<file path="config.mk">
export PLATFORM = sky130hd
export DESIGN_NAME = clock_time_display_flat
export DESIGN_NICKNAME = d
export VERILOG_FILES = /design/src/rtl/clock_time_display_if.sv /design/src/rtl/clock_time_display.sv /design/src/flat_wrapper.sv
export SDC_FILE = /design/constraint.sdc
export NUM_CORES = 1
export LEC_CHECK = 0
export BUFFER_PORTS_ARGS = -buffer_cell sky130_fd_sc_hd__buf_4
export CORE_MARGIN = 2
export CORE_UTILIZATION = 35
export CTS_CLUSTER_DIAMETER = 50
export DETAILED_ROUTE_END_ITERATION = 8
export PLACE_DENSITY_LB_ADDON = 0.05
export SKIP_LAST_GASP = 1
export SYNTH_ARGS = -nofsm -noshare
export SYNTH_HDL_FRONTEND = slang
export SYNTH_SLANG_ARGS = --single-unit
</file>
<file path="constraint.sdc">
create_clock -name clock -period 7.2 [get_ports clock]
set_clock_uncertainty 0.1 [all_clocks]
set_input_delay 1.08 -clock clock [delete_from_list [all_inputs] [get_ports clock]]
set_output_delay 1.08 -clock clock [all_outputs]
set_load 0.01 [all_outputs]
</file>
<file path="src/rtl/clock_time_display_if.sv">
// Bundle of the binary time inputs and display-side outputs of clock_time_display.
// master = time source / board side, slave = the display block itself.
interface clock_time_display_if;
  logic [4:0] hr;
  logic [5:0] min;
  logic [5:0] sec;
  logic [6:0] seg;
  logic [5:0] an;
  logic       busy;
  logic       bcd_valid;
  logic       range_err;

  modport master (
    output hr, min, sec,
    input  seg, an, busy, bcd_valid, range_err
  );

  modport slave (
    input  hr, min, sec,
    output seg, an, busy, bcd_valid, range_err
  );
endinterface

</file>
<file path="src/rtl/clock_time_display.sv">
// Converts binary hr/min/sec to BCD by repeated subtraction and scans the six
// committed digits (HH MM SS) onto a multiplexed seven-segment display.
module clock_time_display #(
  parameter int unsigned SCAN_DIV       = 4,
  parameter bit          SEG_ACTIVE_LOW = 1'b0
) (
  input  logic                 clock,
  input  logic                 reset,
  clock_time_display_if.slave  bus
);

  typedef enum logic [2:0] {
    IDLE     = 3'd0,
    CONV_HR  = 3'd1,
    CONV_MIN = 3'd2,
    CONV_SEC = 3'd3,
    COMMIT   = 3'd4
  } state_t;

  localparam logic [3:0]  DASH      = 4'hA;
  localparam logic [15:0] SCAN_LAST = 16'(SCAN_DIV - 32'd1);
  localparam logic [6:0]  SEG_OFF   = SEG_ACTIVE_LOW ? 7'h7F : 7'h00;
  localparam logic [5:0]  AN_OFF    = SEG_ACTIVE_LOW ? 6'h3F : 6'h00;

  function automatic logic [6:0] seg_decode(input logic [3:0] d);
    logic [6:0] s;
    case (d)
      4'd0:    s = 7'h3F;
      4'd1:    s = 7'h06;
      4'd2:    s = 7'h5B;
      4'd3:    s = 7'h4F;
      4'd4:    s = 7'h66;
      4'd5:    s = 7'h6D;
      4'd6:    s = 7'h7D;
      4'd7:    s = 7'h07;
      4'd8:    s = 7'h7F;
      4'd9:    s = 7'h6F;
      DASH:    s = 7'h40;
      default: s = 7'h00;
    endcase
    return s;
  endfunction

  // Pending digit pair {tens, ones}; an out-of-range field shows two dashes.
  function automatic logic [7:0] digit_pair(input logic inv, input logic [2:0] tens,
                                            input logic [3:0] ones);
    logic [7:0] p;
    if (inv) begin
      p = {DASH, DASH};
    end else begin
      p = {1'b0, tens, ones};
    end
    return p;
  endfunction

  state_t          state_q, state_d;
  logic [4:0]      snap_hr_q, snap_hr_d;
  logic [5:0]      snap_min_q, snap_min_d;
  logic [5:0]      snap_sec_q, snap_sec_d;
  logic [5:0]      rem_q, rem_d;
  logic [2:0]      tens_q, tens_d;
  logic [2:0]      inv_q, inv_d;
  logic [5:0][3:0] pend_q, pend_d;
  logic [5:0][3:0] disp_q, disp_d;
  logic            busy_q, busy_d;
  logic            bcd_valid_q, bcd_valid_d;
  logic            range_err_q, range_err_d;
  logic [15:0]     presc_q, presc_d;
  logic [2:0]      idx_q, idx_d;
  logic [6:0]      seg_q, seg_d;
  logic [5:0]      an_q, an_d;
  logic [5:0]      an_raw_s;
  logic [3:0]      digit_s;
  logic            differs_s;

  assign differs_s = {bus.hr, bus.min, bus.sec} != {snap_hr_q, snap_min_q, snap_sec_q};

  // Converter next-state: capture, subtract-by-ten per field, commit.
  always_comb begin
    state_d     = state_q;
    snap_hr_d   = snap_hr_q;
    snap_min_d  = snap_min_q;
    snap_sec_d  = snap_sec_q;
    rem_d       = rem_q;
    tens_d      = tens_q;
    inv_d       = inv_q;
    pend_d      = pend_q;
    disp_d      = disp_q;
    range_err_d = range_err_q;
    case (state_q)
      IDLE: begin
        if (differs_s) begin
          snap_hr_d  = bus.hr;
          snap_min_d = bus.min;
          snap_sec_d = bus.sec;
          inv_d      = {bus.hr > 5'd23, bus.min > 6'd59, bus.sec > 6'd59};
          rem_d      = {1'b0, bus.hr};
          tens_d     = 3'd0;
          state_d    = CONV_HR;
        end else begin
          state_d    = IDLE;
        end
      end
      CONV_HR, CONV_MIN, CONV_SEC: begin
        if (rem_q >= 6'd10) begin
          rem_d  = rem_q - 6'd10;
          tens_d = tens_q + 3'd1;
        end else begin
          tens_d = 3'd0;
          case (state_q)
            CONV_HR: begin
              {pend_d[5], pend_d[4]} = digit_pair(inv_q[2], tens_q, rem_q[3:0]);
              rem_d   = snap_min_q;
              state_d = CONV_MIN;
            end
            CONV_MIN: begin
              {pend_d[3], pend_d[2]} = digit_pair(inv_q[1], tens_q, rem_q[3:0]);
              rem_d   = snap_sec_q;
              state_d = CONV_SEC;
            end
            CONV_SEC: begin
              {pend_d[1], pend_d[0]} = digit_pair(inv_q[0], tens_q, rem_q[3:0]);
              rem_d   = 6'd0;
              state_d = COMMIT;
            end
            default: begin
              state_d = IDLE;
            end
          endcase
        end
      end
      COMMIT: begin
        disp_d      = pend_q;
        range_err_d = |inv_q;
        state_d     = IDLE;
      end
      default: begin
        state_d = IDLE;
      end
    endcase
    busy_d      = (state_d != IDLE);
    bcd_valid_d = (state_q == COMMIT);
  end

  // Digit select for the current scan position.
  always_comb begin
    case (idx_q)
      3'd0:    begin an_raw_s = 6'b000001; digit_s = disp_q[0]; end
      3'd1:    begin an_raw_s = 6'b000010; digit_s = disp_q[1]; end
      3'd2:    begin an_raw_s = 6'b000100; digit_s = disp_q[2]; end
      3'd3:    begin an_raw_s = 6'b001000; digit_s = disp_q[3]; end
      3'd4:    begin an_raw_s = 6'b010000; digit_s = disp_q[4]; end
      3'd5:    begin an_raw_s = 6'b100000; digit_s = disp_q[5]; end
      default: begin an_raw_s = 6'b000000; digit_s = 4'hF;      end
    endcase
  end

  // Scan prescaler, index walk (5 down to 0) and polarity-adjusted outputs.
  always_comb begin
    presc_d = presc_q;
    idx_d   = idx_q;
    if (presc_q == SCAN_LAST) begin
      presc_d = 16'd0;
      if (idx_q == 3'd0) begin
        idx_d = 3'd5;
      end else begin
        idx_d = idx_q - 3'd1;
      end
    end else begin
      presc_d = presc_q + 16'd1;
    end
    if (SEG_ACTIVE_LOW) begin
      an_d  = ~an_raw_s;
      seg_d = ~seg_decode(digit_s);
    end else begin
      an_d  = an_raw_s;
      seg_d = seg_decode(digit_s);
    end
  end

  // All state registers; reset aborts any conversion without committing.
  always_ff @(posedge clock or posedge reset) begin
    if (reset) begin
      state_q     <= IDLE;
      snap_hr_q   <= 5'd31;
      snap_min_q  <= 6'd63;
      snap_sec_q  <= 6'd63;
      rem_q       <= 6'd0;
      tens_q      <= 3'd0;
      inv_q       <= 3'd0;
      pend_q      <= '0;
      disp_q      <= '0;
      busy_q      <= 1'b0;
      bcd_valid_q <= 1'b0;
      range_err_q <= 1'b0;
      presc_q     <= 16'd0;
      idx_q       <= 3'd5;
      seg_q       <= SEG_OFF;
      an_q        <= AN_OFF;
    end else begin
      state_q     <= state_d;
      snap_hr_q   <= snap_hr_d;
      snap_min_q  <= snap_min_d;
      snap_sec_q  <= snap_sec_d;
      rem_q       <= rem_d;
      tens_q      <= tens_d;
      inv_q       <= inv_d;
      pend_q      <= pend_d;
      disp_q      <= disp_d;
      busy_q      <= busy_d;
      bcd_valid_q <= bcd_valid_d;
      range_err_q <= range_err_d;
      presc_q     <= presc_d;
      idx_q       <= idx_d;
      seg_q       <= seg_d;
      an_q        <= an_d;
    end
  end

  assign bus.seg       = seg_q;
  assign bus.an        = an_q;
  assign bus.busy      = busy_q;
  assign bus.bcd_valid = bcd_valid_q;
  assign bus.range_err = range_err_q;

endmodule

</file>
<file path="src/flat_wrapper.sv">
// flat-port wrapper written by rule: the top's interface ports become plain ports
module clock_time_display_flat 
#(
  parameter int unsigned SCAN_DIV       = 4,
  parameter bit          SEG_ACTIVE_LOW = 1'b0
)
  (clock, reset, bus_hr, bus_min, bus_sec, bus_seg, bus_an, bus_busy, bus_bcd_valid, bus_range_err);
  clock_time_display_if bus_i ();
  input  logic clock;
  input  logic reset;
  input wire logic [$bits(bus_i.hr)-1:0] bus_hr;
  input wire logic [$bits(bus_i.min)-1:0] bus_min;
  input wire logic [$bits(bus_i.sec)-1:0] bus_sec;
  output wire logic [$bits(bus_i.seg)-1:0] bus_seg;
  output wire logic [$bits(bus_i.an)-1:0] bus_an;
  output wire logic [$bits(bus_i.busy)-1:0] bus_busy;
  output wire logic [$bits(bus_i.bcd_valid)-1:0] bus_bcd_valid;
  output wire logic [$bits(bus_i.range_err)-1:0] bus_range_err;
  assign bus_i.hr = bus_hr;
  assign bus_i.min = bus_min;
  assign bus_i.sec = bus_sec;
  assign bus_seg = bus_i.seg;
  assign bus_an = bus_i.an;
  assign bus_busy = bus_i.busy;
  assign bus_bcd_valid = bus_i.bcd_valid;
  assign bus_range_err = bus_i.range_err;
  clock_time_display #(.SCAN_DIV(SCAN_DIV), .SEG_ACTIVE_LOW(SEG_ACTIVE_LOW)) u_core (.clock(clock), .reset(reset), .bus(bus_i));
endmodule
</file>
---- After elaboration in Yosys (flattened, before gate mapping) ----
Memory sizes are Yosys's and may differ from the RTL's. A register that Yosys moved wholly into a read port is not among the register bits.
Index checks and enable logic that the tools add are counted.
storage, ports and cells
  register bits after elaboration ......... 108
  ROM bits ................................ 112
  bits of input ports ..................... 19
  output and inout port bits .............. 16
  logic and storage cells ................. 78
  memories ................................ 1
operators by class
  add/sub/neg operators ................... 4
  order comparisons ....................... 4
  eq/ne operators ......................... 13
  multiplexer cells ....................... 18
  bitwise logic cells ..................... 1
  reduce and logical (&&, ||, !) cells .... 12
memory list
  name              depth  width  read ports  clocked after memory_dff  write ports  line                      source
  (name not given)  16     7      1           1                         0            clock_time_display.sv:27  case (d)
operator list
  cell                                                                    count
  6-bit case mux with 6 select lines                                      1
  8-bit 2-to-1 mux                                                        3
  4-bit case mux with 6 select lines                                      1
  6-bit case mux with 3 select lines                                      1
  17-bit != test                                                          1
  16-bit by 1-bit adder with 16-bit output, second input constant         1
  16-bit by 2-bit equality test with 1-bit output, second input constant  1
  16-bit 2-to-1 mux                                                       1
  3-bit by 2-bit equality test with 1-bit output, second input constant   4
  6-bit greater-than comparator, second input constant                    2
  3-bit 2-to-1 mux                                                        4
  6-bit 2-to-1 mux                                                        2
  3-bit case mux with 2 select lines                                      2
  6-bit case mux with 2 select lines                                      1
  3-bit AND reduction                                                     4
  3-bit equality test, second input constant                              3
  3-bit case mux with 3 select lines                                      1
  3-bit by 1-bit equality test with 1-bit output, second input constant   2
  6-bit by 4-bit >= comparator with 1-bit output, second input constant   1
  3-bit zero test                                                         2
  3-bit OR reduction                                                      2
  6-bit by 4-bit subtractor with 6-bit output, second input constant      1
  5-bit greater-than comparator, second input constant                    1
  5-bit by 1-bit != test with 1-bit output, second input constant         1
  other kinds (8)                                                         9

---- Logic depth before layout (Yosys ltp) ----
Gate-level depths: netlist (run 1).
  depth after elaboration ................. 5
  gate-level depth with buffers ........... 9
  mapped depth without buffers ............ 8

---- Worst setup path before layout (run 1) ----
No wires, ideal clock.
  kind .................................... input to register
  from .................................... in bus_hr[1]
  to ...................................... reg u_core.rem_q[3]
  setup time .............................. 0.125 ns
  arrival time ............................ 2.355 ns
  required time ........................... 6.975 ns
  path slack .............................. 4.620 ns
  stages .................................. 5
  buffers on the path ..................... 0
  cells stage by stage .................... xor2_1 > nor4_2 > and2_1 > and3_1 > mux2_2
on the way
  longest elaborated chain between the ends .. 3
ends and longest elaborated chain
  element                                             line                       source
  start, declared                                     flat_wrapper.sv:11         input wire logic [$bits(bus_i.hr)-1:0] bus_hr;
  17-bit != test                                      clock_time_display.sv:76   assign differs_s = {bus.hr, bus.min, bus.sec} != {snap_hr_q, snap_min_q, snap_sec_q};
  2-bit by 1-bit != test with 1-bit output (no line)  n/a
  3-bit AND reduction (no line)                       n/a
  end signal, assigned                                clock_time_display.sv:205  rem_q <= rem_d;
  end, declared                                       clock_time_display.sv:60   logic [5:0] rem_q, rem_d;
Every way passes these cells.
A chain may end at the register's enable or synchronous reset.

---- Worst setup path after layout (run 1) ----
  from .................................... reg u_core.idx_q[1]
  to ...................................... reg u_core.seg_q[3], in the netlist u_core.bus.seg[3]
on the way
  longest elaborated chain between the ends .. 2
  elaborated cells between the ends (all ways) .. 7
  those cells by class .................... eq/ne (5); mux (1); reduce/logical (1)
ends and longest elaborated chain
  element                                            line                       source
  start, declared                                    clock_time_display.sv:69   logic [2:0] idx_q, idx_d;
  start signal, assigned                             clock_time_display.sv:214  idx_q <= idx_d;
  3-bit equality test, or another cell as far along  clock_time_display.sv:147  case (idx_q)
  4-bit case mux with 6 select lines *               clock_time_display.sv:147
  end, declared                                      clock_time_display.sv:70   logic [6:0] seg_q, seg_d;
Every way passes the cells marked *; elsewhere a longest branch is shown, timed or not.

==> impl_metrics.csv, run 1 <==
group,metric,value,unit
power,power,2.753,mW
power,p_leak,2.846,nW
timing,setup_viol,0,
logic_synthesis,synth-edff-count,0,
worst_hold_path,hold_class,"reg2reg",
logic_synthesis,ys_seq_area_frac,0.5275,
finish,diodes,0,
critical_path,crit_path_start_kind,"register",
global_routing,antenna_found_initial,0,
finish,multi_input_area,0.002426,mm²
job,drv_cap,0,
logic_synthesis,ys.warnings.count,0,
clocking,clk_latency,0.41,ns
timing,maxSlewViolCount,0,
logic_synthesis,yosysUniqueCellTypes,66,
global_routing,track_usage,0.1602,
global_routing,grt_util_met3,0.04377,
global_routing,grt_remaining_overflow,0,
critical_path,cp.required,7.42,ns
critical_path,cp-end-kind,"register",
timing,fin_crit_sh,0.3693,
finish,final_cell_mix,"dfrtp_1 (96), mux2_2 (40), nand2_1 (37)",
floorplanning,num_rows,45,
clocking,cts_setup_buffers,0,
power,power_density,424.5,mW/mm²
logic_synthesis,async_reset_ff_frac,1.000,
global_routing,grt_use_met1,0.2077,
routing,firstDrtPassIters,4,
logic_synthesis,ys_top_cells_by_area,"dfrtp_1 (44%), dfstp_2 (9.1%), mux2_2 (8.2%)",
timing,setup_ws,4.541,ns
floorplanning,die_x,129.4,µm
clocking,worst_setup_hold_path_clk_slew,0.05,ns
routing,wl_per_cell,16.50,µm
critical_path,crit_fanout,20,
timing,timing.setup.tns,0,ns
logic_synthesis,synth_top_area_frac,0.4368,
timing,rsz0062_at_grt,"no",
logic_synthesis,syn_area,0.005500,mm²
finish,n_fill_cell,1433,
routing,drt-total-wl,12.14,mm
clocking,cts-buffers-inserted,17,
clocking,cts-resized-gates,0,
clocking,ctsHtreeMaxLevel,4,
clocking,cts_root_buf,"clkbuf_16",
finish,drive_above_1_share,0.2724,
placed_design,pre_cts_slack,4.297,ns
logic_synthesis,synth_top_flop_cell,"dfrtp_1",
routing,drt_iter0_markers,174,
routing,via_per_inst,4.989,
floorplanning,die_h,129.4,µm
timing,hold_viol_final,0,
floorplanning,core-area,0.01526,mm²
logic_synthesis,yosys.area.top_type,"dfrtp_1",
floorplanning,ioPinCount,35,
global_routing,grt-busiest-layer,"met2",
clocking,cts.sinks,115,
logic_synthesis,avgSynthCellArea,11.53,µm²
routing,dr_total_vias,3672,
logic_synthesis,synth_fp_nets,504,
timing,hold_slack,0.3647,ns
critical_path,cp.arrival,2.88,ns
finish,mostFrequentLayoutCell,"dfrtp_1",
floorplanning,start_util,0.3605,
clocking,holdBufCountCts,0,
clocking,cts_tree,"built",
timing,worstMarginPinSlew,0.9489,ns
routing,ant_nets,0,
critical_path,critPathKind,"reg2reg",
global_routing,grt_pass1_vias,3758,
logic_synthesis,synth_seq_cells,115,
logic_synthesis,synthCells,477,
placed_design,portBuffers,34,
finish,syn_to_final_growth,17.90,%
timing,max_freq,376.1,MHz
finish,layout.nets,539,
timing,min_period,2.659,ns
routing,drc,0,
finish,seqCellArea,0.002902,mm²
timing,slew-limit-headroom,0.3674,
placed_design,gp_congestion,0.7761,
floorplanning,die_area,0.01673,mm²
finish,final_util,0.4250,
global_routing,use_met2,0.2514,
global_routing,grt_first_pass_wirelength,20.27,mm
placed_design,dpl.hpwl,7.973,mm
global_routing,grt_max_degree,76,
clocking,cts_buffer_depth,2,
power,ir_drop,0.1637,mV
outcome,outcome,"finished clean",
## layer usage
layer  up-vias  part of all wire  wire length [µm]
li1       1766                 -                 -
met1      1814              0.47              5761
met2        74              0.47              5681
met3        18             0.038               457
met4         0             0.020               244
met5         -                 0                 0
## through the flow
step	area (µm²)	std cells
after floorplan	5500	477
after global placement	5932	704
after detailed placement	5932	704
after CTS	6485	736
after global routing	6485	736
final	6485	736
## registers in the layout (all words and copies together) (netlist names)
name,flops
u_core.snap_hr_q,5
u_core.presc_q,16
u_core.idx_q,3
u_core.bus.seg,7
u_core.bus.range_err,1
u_core.snap_min_q,6
u_core.rem_q,6
u_core.bus.busy,1
u_core.inv_q,3
u_core.snap_sec_q,6
u_core.tens_q,3
u_core.disp_q,24
u_core.bus.an,6
u_core.pend_q,24
u_core.state_q,3
u_core.bus.bcd_valid,1
## area by class of cell
class / count / area share
Clock buffer: 27 / 0.07756
Timing Repair Buffer: 36 / 0.04167
Inverter: 18 / 0.01080
Clock inverter: 5 / 0.007718
Tap cell: 211 / 0.04071
Multi-Input combinational cell: 324 / 0.3741
Sequential cell: 115 / 0.4474
## power by group
group	total [mW]	internal [mW]	switching, mW
Combinational	0.845	0.416	0.429
Clock	0.789	0.508	0.281
Sequential	1.12	0.905	0.213
Total	2.75	1.83	0.923
## synth_stat cells (4+ instances only)
| library cell | n |
|---|---|
| a21oi_1 | 13 |
| a31o_2 | 5 |
| and2_1 | 7 |
| buf_2 | 11 |
| buf_4 | 4 |
| dfrtp_1 | 96 |
| dfstp_2 | 19 |
| ha_1 | 8 |
| inv_1 | 18 |
| mux2_2 | 40 |
| mux2_4 | 5 |
| mux2i_1 | 8 |
| nand2_1 | 37 |
| nand3_1 | 12 |
| nand4_1 | 8 |
| nor2_1 | 31 |
| nor2b_1 | 10 |
| nor3_1 | 12 |
| nor4_1 | 6 |
| nor4bb_1 | 5 |
| o21ai_0 | 19 |
| xnor2_1 | 17 |
| xor2_1 | 18 |
## worst paths after layout
kind,start,to,slack [ns],depth (start not counted)
worst max-delay path,u_core.idx_q[1],u_core.bus.seg[3],4.54,7
min in group asynchronous,reset,u_core.state_q[2],0.77,2
worst min-delay path,u_core.snap_hr_q[1],u_core.snap_hr_q[1],0.36,2
worst min register to register,u_core.snap_hr_q[1],u_core.snap_hr_q[1],0.36,2
worst max register to register,u_core.idx_q[1],u_core.bus.seg[3],4.54,7
max in group asynchronous,reset,u_core.bus.an[3],5.15,3
## kinds of logic (layout without fill, tap and decap cells)
family,count (synthesis),after routing,share of synthesized area
buffers and inverters,38,86,0.03253
and+or+nand+nor,151,151,0.1572
adders and majority gates,8,8,0.01820
AOI/OAI and AO/OA,77,77,0.09873
xor gates and xnor gates,35,35,0.05573
muxes,53,53,0.1101
DFF,115,115,0.5275
## critical path: stages (launching register included)
cell and delay [ns]:
dfrtp_1 0.81, mux2i_1 0.26, a211oi_1 0.10, a2111o_1 0.56, ha_1 0.35, inv_1 0.04, o21a_1 0.17, nor3_1 0.17
Note: power is estimated with default switching activity, not from simulation.
==> run 2, diff against run 1 <==
Settings changed: ABC_AREA from default to 1.
Clock period 7.2 ns to 2.7 ns, I/O delays scaled along.
==> run 2 against run 1 <==
Against the previous run:
- the flow now finishes with violations (hold timing)
- flip-flop and latch count stayed put
- combinational power is 150% higher
- critical path type unchanged
- non-clock buffer count is 2 higher
- power grew to 2.6 times the previous value
- worst hold slack worse by 0.37 ns
- first-iteration DRC count is 39% higher
- clock-buffer cell count is 7 lower
- critical path depth is 4 higher
- die area is 0.59% lower
- sequential share of layout area is 1.2 points lower
==> impl_metrics.csv, run 2 <==
group,metric,value,unit
outcome,outcome,"finished with violations",
outcome,violations,"hold timing",
finish,final_util,0.4367,
routing,via_per_inst,4.609,
logic_synthesis,ys.warnings.count,0,
routing,firstDrtPassIters,6,
global_routing,grt_remaining_overflow,0,
logic_synthesis,synth_seq_cells,115,
critical_path,crit_path_start_kind,"register",
global_routing,antenna_found_initial,0,
placed_design,portBuffers,34,
power,ir_drop,0.5692,mV
worst_hold_path,hold_class,"in2async",
logic_synthesis,synth_common_cells,"nand2_1 (168), inv_1 (102), dfrtp_1 (96), o21ai_0 (55), nor2_1 (37)",
critical_path,critPathKind,"reg2reg",
finish,drive_above_1_share,0.2000,
routing,wl_per_cell,13.78,µm
placed_design,pre_cts_slack,0.6543,ns
global_routing,grt_first_pass_wirelength,20.82,mm
floorplanning,die_x,129.0,µm
logic_synthesis,yosysUniqueCellTypes,37,
timing,setup_viol,0,
critical_path,r2r_setup_slack,0.65,ns
finish,syn_to_final_growth,21.88,%
clocking,cts_setup_buffers,0,
clocking,cts-buffers-inserted,17,
floorplanning,ioPinCount,35,
power,p_leak,3.321,nW
logic_synthesis,avgSynthCellArea,8.541,µm²
timing,maxSlewViolCount,0,
timing,rsz0062_at_grt,"no",
power,power_density,1094,mW/mm²
logic_synthesis,synthCells,640,
job,drv_cap,0,
logic_synthesis,synth_top_flop_cell,"dfrtp_1",
timing,worstMarginPinSlew,1.016,ns
clocking,worst_setup_hold_path_clk_slew,0.06,ns
floorplanning,num_rows,45,
timing,timing.setup.tns,0,ns
clocking,clk_latency,0.41,ns
timing,slew-limit-headroom,0.3220,
floorplanning,start_util,0.3583,
logic_synthesis,synth_top_area_frac,0.4395,
power,power,7.288,mW
logic_synthesis,syn_area,0.005466,mm²
timing,setup_ws,0.6549,ns
logic_synthesis,async_reset_ff_frac,1.000,
finish,finalInstanceArea,0.006663,mm²
logic_synthesis,synth_fp_nets,667,
placed_design,gp_congestion,0.8045,
floorplanning,die_h,129.0,µm
critical_path,cp.required,2.93,ns
finish,mostFrequentLayoutCell,"nand2_1",
routing,ant_nets,0,
routing,drc,0,
finish,largest_registers,"u_core.disp_q x24, u_core.pend_q x24, u_core.presc_q x16",
logic_synthesis,ys_top_cells_by_area,"dfrtp_1 (44%), nand2_1 (12%), dfstp_2 (9.1%)",
finish,final_cell_mix,"nand2_1 (168), inv_1 (101), dfrtp_1 (96)",
logic_synthesis,ys_seq_area_frac,0.5308,
placed_design,post_dp_cell_area,0.005993,mm²
clocking,holdBufCountCts,0,
timing,hold_slack,-0.0005548,ns
finish,layout.nets,714,
clocking,cts.sinks,115,
clocking,cts-resized-gates,0,
clocking,cts_tree,"built",
global_routing,grt_pass1_vias,4037,
floorplanning,core-area,0.01526,mm²
routing,dr_total_vias,4199,
routing,drt-total-wl,12.55,mm
floorplanning,die_area,0.01663,mm²
routing,drt_iter0_markers,241,
critical_path,crit_fanout,6,
logic_synthesis,synth.most_common_cell,"nand2_1",
placed_design,dpl.hpwl,9.067,mm
timing,max_freq,489.0,MHz
logic_synthesis,yosys.area.top_type,"dfrtp_1",
global_routing,track_usage,0.1641,
clocking,ctsHtreeMaxLevel,4,
clocking,cts_buffer_depth,2,
finish,diodes,0,
clocking,cts_root_buf,"clkbuf_16",
timing,hold_viol_final,1,
critical_path,cp-end-kind,"register",
global_routing,grt_max_degree,57,
critical_path,cp.arrival,2.28,ns
logic_synthesis,synth-edff-count,0,
timing,fin_crit_sh,0.7575,
timing,min_period,2.045,ns
[run 2: final timing paths]
check / start / endpoint / cells after the start
setup / recovery: u_core.idx_q[0] / u_core.bus.seg[0] / 11
max in group asynchronous: reset / u_core.snap_sec_q[3] / 3
min in group clock: bus_hr[2] / u_core.snap_hr_q[2] / 3
setup reg to reg: u_core.idx_q[0] / u_core.bus.seg[0] / 11
hold / removal: reset / u_core.rem_q[5] / 2
hold reg to reg: u_core.presc_q[0] / u_core.presc_q[0] / 1
[run 2: worst max-delay path, stage by stage, from the launching register on]
cell	delay (ns)
dfstp_2	0.62
nand3_1	0.17
inv_2	0.10
nand2_1	0.04
o21ai_0	0.12
nor2_1	0.07
nand2_1	0.14
inv_1	0.11
ha_1	0.21
nor2_1	0.11
nor2_1	0.05
a21oi_1	0.13
[run 2: area by class of cell]
class / instances / area [µm²]
Sequential cell: 115 / 2902
Fill cell: 1529 / 8596
Clock inverter: 12 / 202.7
Multi-Input combinational cell: 402 / 2090
Tap cell: 211 / 264.0
Clock buffer: 20 / 466.7
Timing Repair Buffer: 38 / 310.3
Inverter: 113 / 427.9
[run 2: metrics by stage]
| stage | cells | hold slack, ns |
|---|---|---|
| global placement | 879 | 0.3407 |
| CTS | 911 | 0.01310 |
| global route | 911 | 0.01432 |
| detailed placement | 879 | 0.3486 |
| floorplan | 640 | 0.3251 |
| finish | 911 | -0.0005548 |
[run 2: cell families after synthesis]
family	Yosys count	synth area share
fa+ha+maj	8	0.01831
compound gates	106	0.1144
xor+xnor	16	0.02563
simple gates	272	0.2238
buf+inv	123	0.08698
flops	115	0.5308
[run 2: power breakdown]
part | switching (mW) | internal [mW] | leakage (nW) | total (mW)
Sequential | 0.307 | 2.36 | 1.43 | 2.67
Combinational | 1.35 | 0.752 | 1.58 | 2.10
Clock | 0.809 | 1.71 | 0.314 | 2.52
Total | 2.46 | 4.83 | 3.32 | 7.29
[run 2: per-layer routing]
metal | share of wire | global-route usage
met1 | 0.49 | 0.2207
met2 | 0.46 | 0.2540
met3 | 0.035 | 0.04823
met4 | 0.013 | 0.05627
met5 | 0 | 0
==> run 3, diff against run 2 <==
Clock period 2.7 ns to 1.73 ns, I/O delays scaled along.
==> run 3 against run 2 <==
Against the previous run:
- the flow finishes with violations (setup timing)
- die area unchanged
- clock power up 34%
- global-route usage up 0.98 points
- combinational power up 120%
- critical endpoint is now u_core.bus.seg[2]
- core utilization up 5.7 points
- non-clock buffer count up 87
- final area up 13%
==> impl_metrics.csv, run 3 (synthesis gave the netlist of run 2 again) <==
group,metric,value,unit
worst_hold_path,hold_depth,3,
finish,layout.nets,801,
timing,hold_slack,0.005951,ns
global_routing,grt-busiest-layer,"met2",
floorplanning,ioPinCount,35,
floorplanning,die_x,129.0,µm
finish,seqCellArea,0.002903,mm²
routing,wl_per_cell,13.04,µm
critical_path,max_stage_delay,0.60,ns
worst_hold_path,holdPathEnd,"u_core.snap_sec_q[0]",
finish,final_cell_mix,"nand2_1 (150), buf_4 (112), dfrtp_1 (95)",
placed_design,gp_congestion,0.8289,
routing,drc,0,
outcome,outcome,"finished with violations",
outcome,violations,"setup timing",
timing,min_period,1.847,ns
critical_path,cp_cell_sequence,"nor2_4 > nand2_4 > inv_2 > nand2_2 > nand2_2 > nor2_2 > nand2_4 > buf_6 > ha_4 > inv_1 > nor2_1 > o21ai_1",
power,power_density,1618,mW/mm²
critical_path,worst_r2r_endpoint,"u_core.bus.seg[2]",
global_routing,track_usage,0.1739,
global_routing,grt_first_pass_wirelength,22.31,mm
critical_path,r2r_setup_slack,-0.12,ns
power,power,12.19,mW
timing,fin_crit_sh,1.067,
floorplanning,start_util,0.3583,
timing,worstMarginPinSlew,0.6299,ns
critical_path,cp.arrival,2.08,ns
global_routing,antenna_found_initial,0,
critical_path,cp.required,1.96,ns
critical_path,crit_path_start_kind,"register",
global_routing,use_met2,0.2873,
floorplanning,core-area,0.01526,mm²
worst_hold_path,hold_class,"in2reg",
critical_path,crit_fanout,5,
floorplanning,die_area,0.01663,mm²
critical_path,r2r-start,"u_core.idx_q[0]",
finish,largest_registers,"u_core.disp_q x24, u_core.pend_q x24, u_core.presc_q x16",
clocking,cts_buffer_depth,2,
finish,n_fill_cell,1437,
routing,via_per_inst,4.473,
job,drv_cap,0,
critical_path,cp-end-kind,"register",
critical_path,critPathSlowestCell,"dfstp_2",
critical_path,crit_family,"flip-flops",
timing,slew-limit-headroom,0.5801,
finish,diodes,0,
timing,max_freq,541.5,MHz
clocking,ctsHtreeMaxLevel,4,
global_routing,grt_max_degree,116,
clocking,clk_latency,0.41,ns
finish,multi_input_area,0.002340,mm²
finish,post_layout_nonfiller_instances,998,
clocking,cts_root_buf,"clkbuf_16",
placed_design,portBuffers,34,
routing,firstDrtPassIters,4,
routing,dr_total_vias,4464,
timing,rsz0062_at_grt,"yes",
clocking,worst_setup_hold_path_clk_slew,0.05,ns
clocking,cts_tree,"built",
global_routing,grt_util_met3,0.05156,
clocking,cts-buffers-inserted,17,
placed_design,dp.cells,956,
floorplanning,num_rows,45,
routing,drt_iter0_markers,288,
routing,ant_nets,0,
finish,syn_to_final_growth,37.83,%
placed_design,dpl.hpwl,9.331,mm
timing,timing.setup.tns,-1.359,ns
power,ir_drop,0.8393,mV
timing,maxSlewViolCount,0,
global_routing,grt_use_met1,0.2224,
global_routing,grt_remaining_overflow,0,
finish,drive_above_1_share,0.3393,
power,p_leak,3.764,nW
timing,setup_viol,20,
timing,hold_viol_final,0,
clocking,cts.sinks,115,
finish,mostFrequentLayoutCell,"nand2_1",
critical_path,worstRegToRegCells,12,
critical_path,critPathKind,"reg2reg",
worst_hold_path,min_from,"bus_sec[0]",
floorplanning,die_h,129.0,µm
timing,setup_ws,-0.1167,ns
global_routing,grt_pass1_vias,4526,
routing,drt-total-wl,13.02,mm
critical_path,cp_num_buf_inv,3,
run 3: cell count changes in the layout (fill, tap and decap cells not counted), sizes merged:
| cell | delta |
|---|---|
| clkinv | +2 |
| dlygate4sd3 | +4 |
| bufinv | -3 |
| buf | +83 |
| clkbuf | +5 |
| clkinvlp | -4 |
run 3: per-stage QoR:
step / setup slack [ns] / utilization / area [µm²]
floorplan: -0.04096 / - / 5470
global placement: -0.2728 / 0.4315 / 6584
detailed placement: -0.2702 / 0.4315 / 6584
CTS: -0.1121 / 0.4836 / 7378
global route: -0.2207 / 0.4938 / 7535
finish: -0.1167 / 0.4938 / 7535
run 3: layer usage:
metal	wire length (µm)	part of all wire
met5	0	0
met4	121	0.0093
met3	295	0.023
met2	6304	0.48
met1	6294	0.48
run 3: how the worst max path moves through the flow:
stage / start / end / slack [ns] / cells past startpoint
floorplan: u_core.idx_q[2] / u_core.bus.seg[3] / -0.04 / 10
global route: u_core.idx_q[0] / u_core.bus.seg[2] / -0.22 / 10
global placement: u_core.idx_q[1] / u_core.bus.seg[4] / -0.27 / 11
CTS: u_core.idx_q[0] / u_core.bus.seg[2] / -0.11 / 11
detailed placement: u_core.idx_q[1] / u_core.bus.seg[5] / -0.27 / 11
finish: u_core.idx_q[0] / u_core.bus.seg[2] / -0.12 / 12
run 3: worst reg2reg max path: stages (launching register included):
cell and delay [ns]:
dfstp_2 0.60, nor2_4 0.07, nand2_4 0.08, inv_2 0.05, nand2_2 0.05, nand2_2 0.07, nor2_2 0.15, nand2_4 0.10
buf_6 0.14, ha_4 0.14, inv_1 0.04, nor2_1 0.04, o21ai_1 0.13
run 3: where the power goes:
group	internal, mW	switching [mW]	total, mW	leakage (nW)
Combinational	2.11	2.54	4.65	2.06
Clock	2.18	1.19	3.37	0.279
Sequential	3.69	0.479	4.16	1.43
Total	7.98	4.21	12.2	3.76
run 3: layout make-up:
type / count / area share
timing repair buffer: 125 / 0.1370
multi-input combinational: 402 / 0.3105
clock inverter: 7 / 0.01129
sequential: 115 / 0.3853
inverter: 113 / 0.05779
tap: 211 / 0.03504
clock buffer: 25 / 0.06310
run 3: what timing repair did:
action | CTS | global route
hold endpoints to repair | 99 | 0
setup buffers | 4 | 2
hold buffers | 4 | 0
setup endpoints to repair | 35 | 58
gates cloned | 1 | 0
gates resized for setup | 43 | 44
pin swaps | 18 | 23
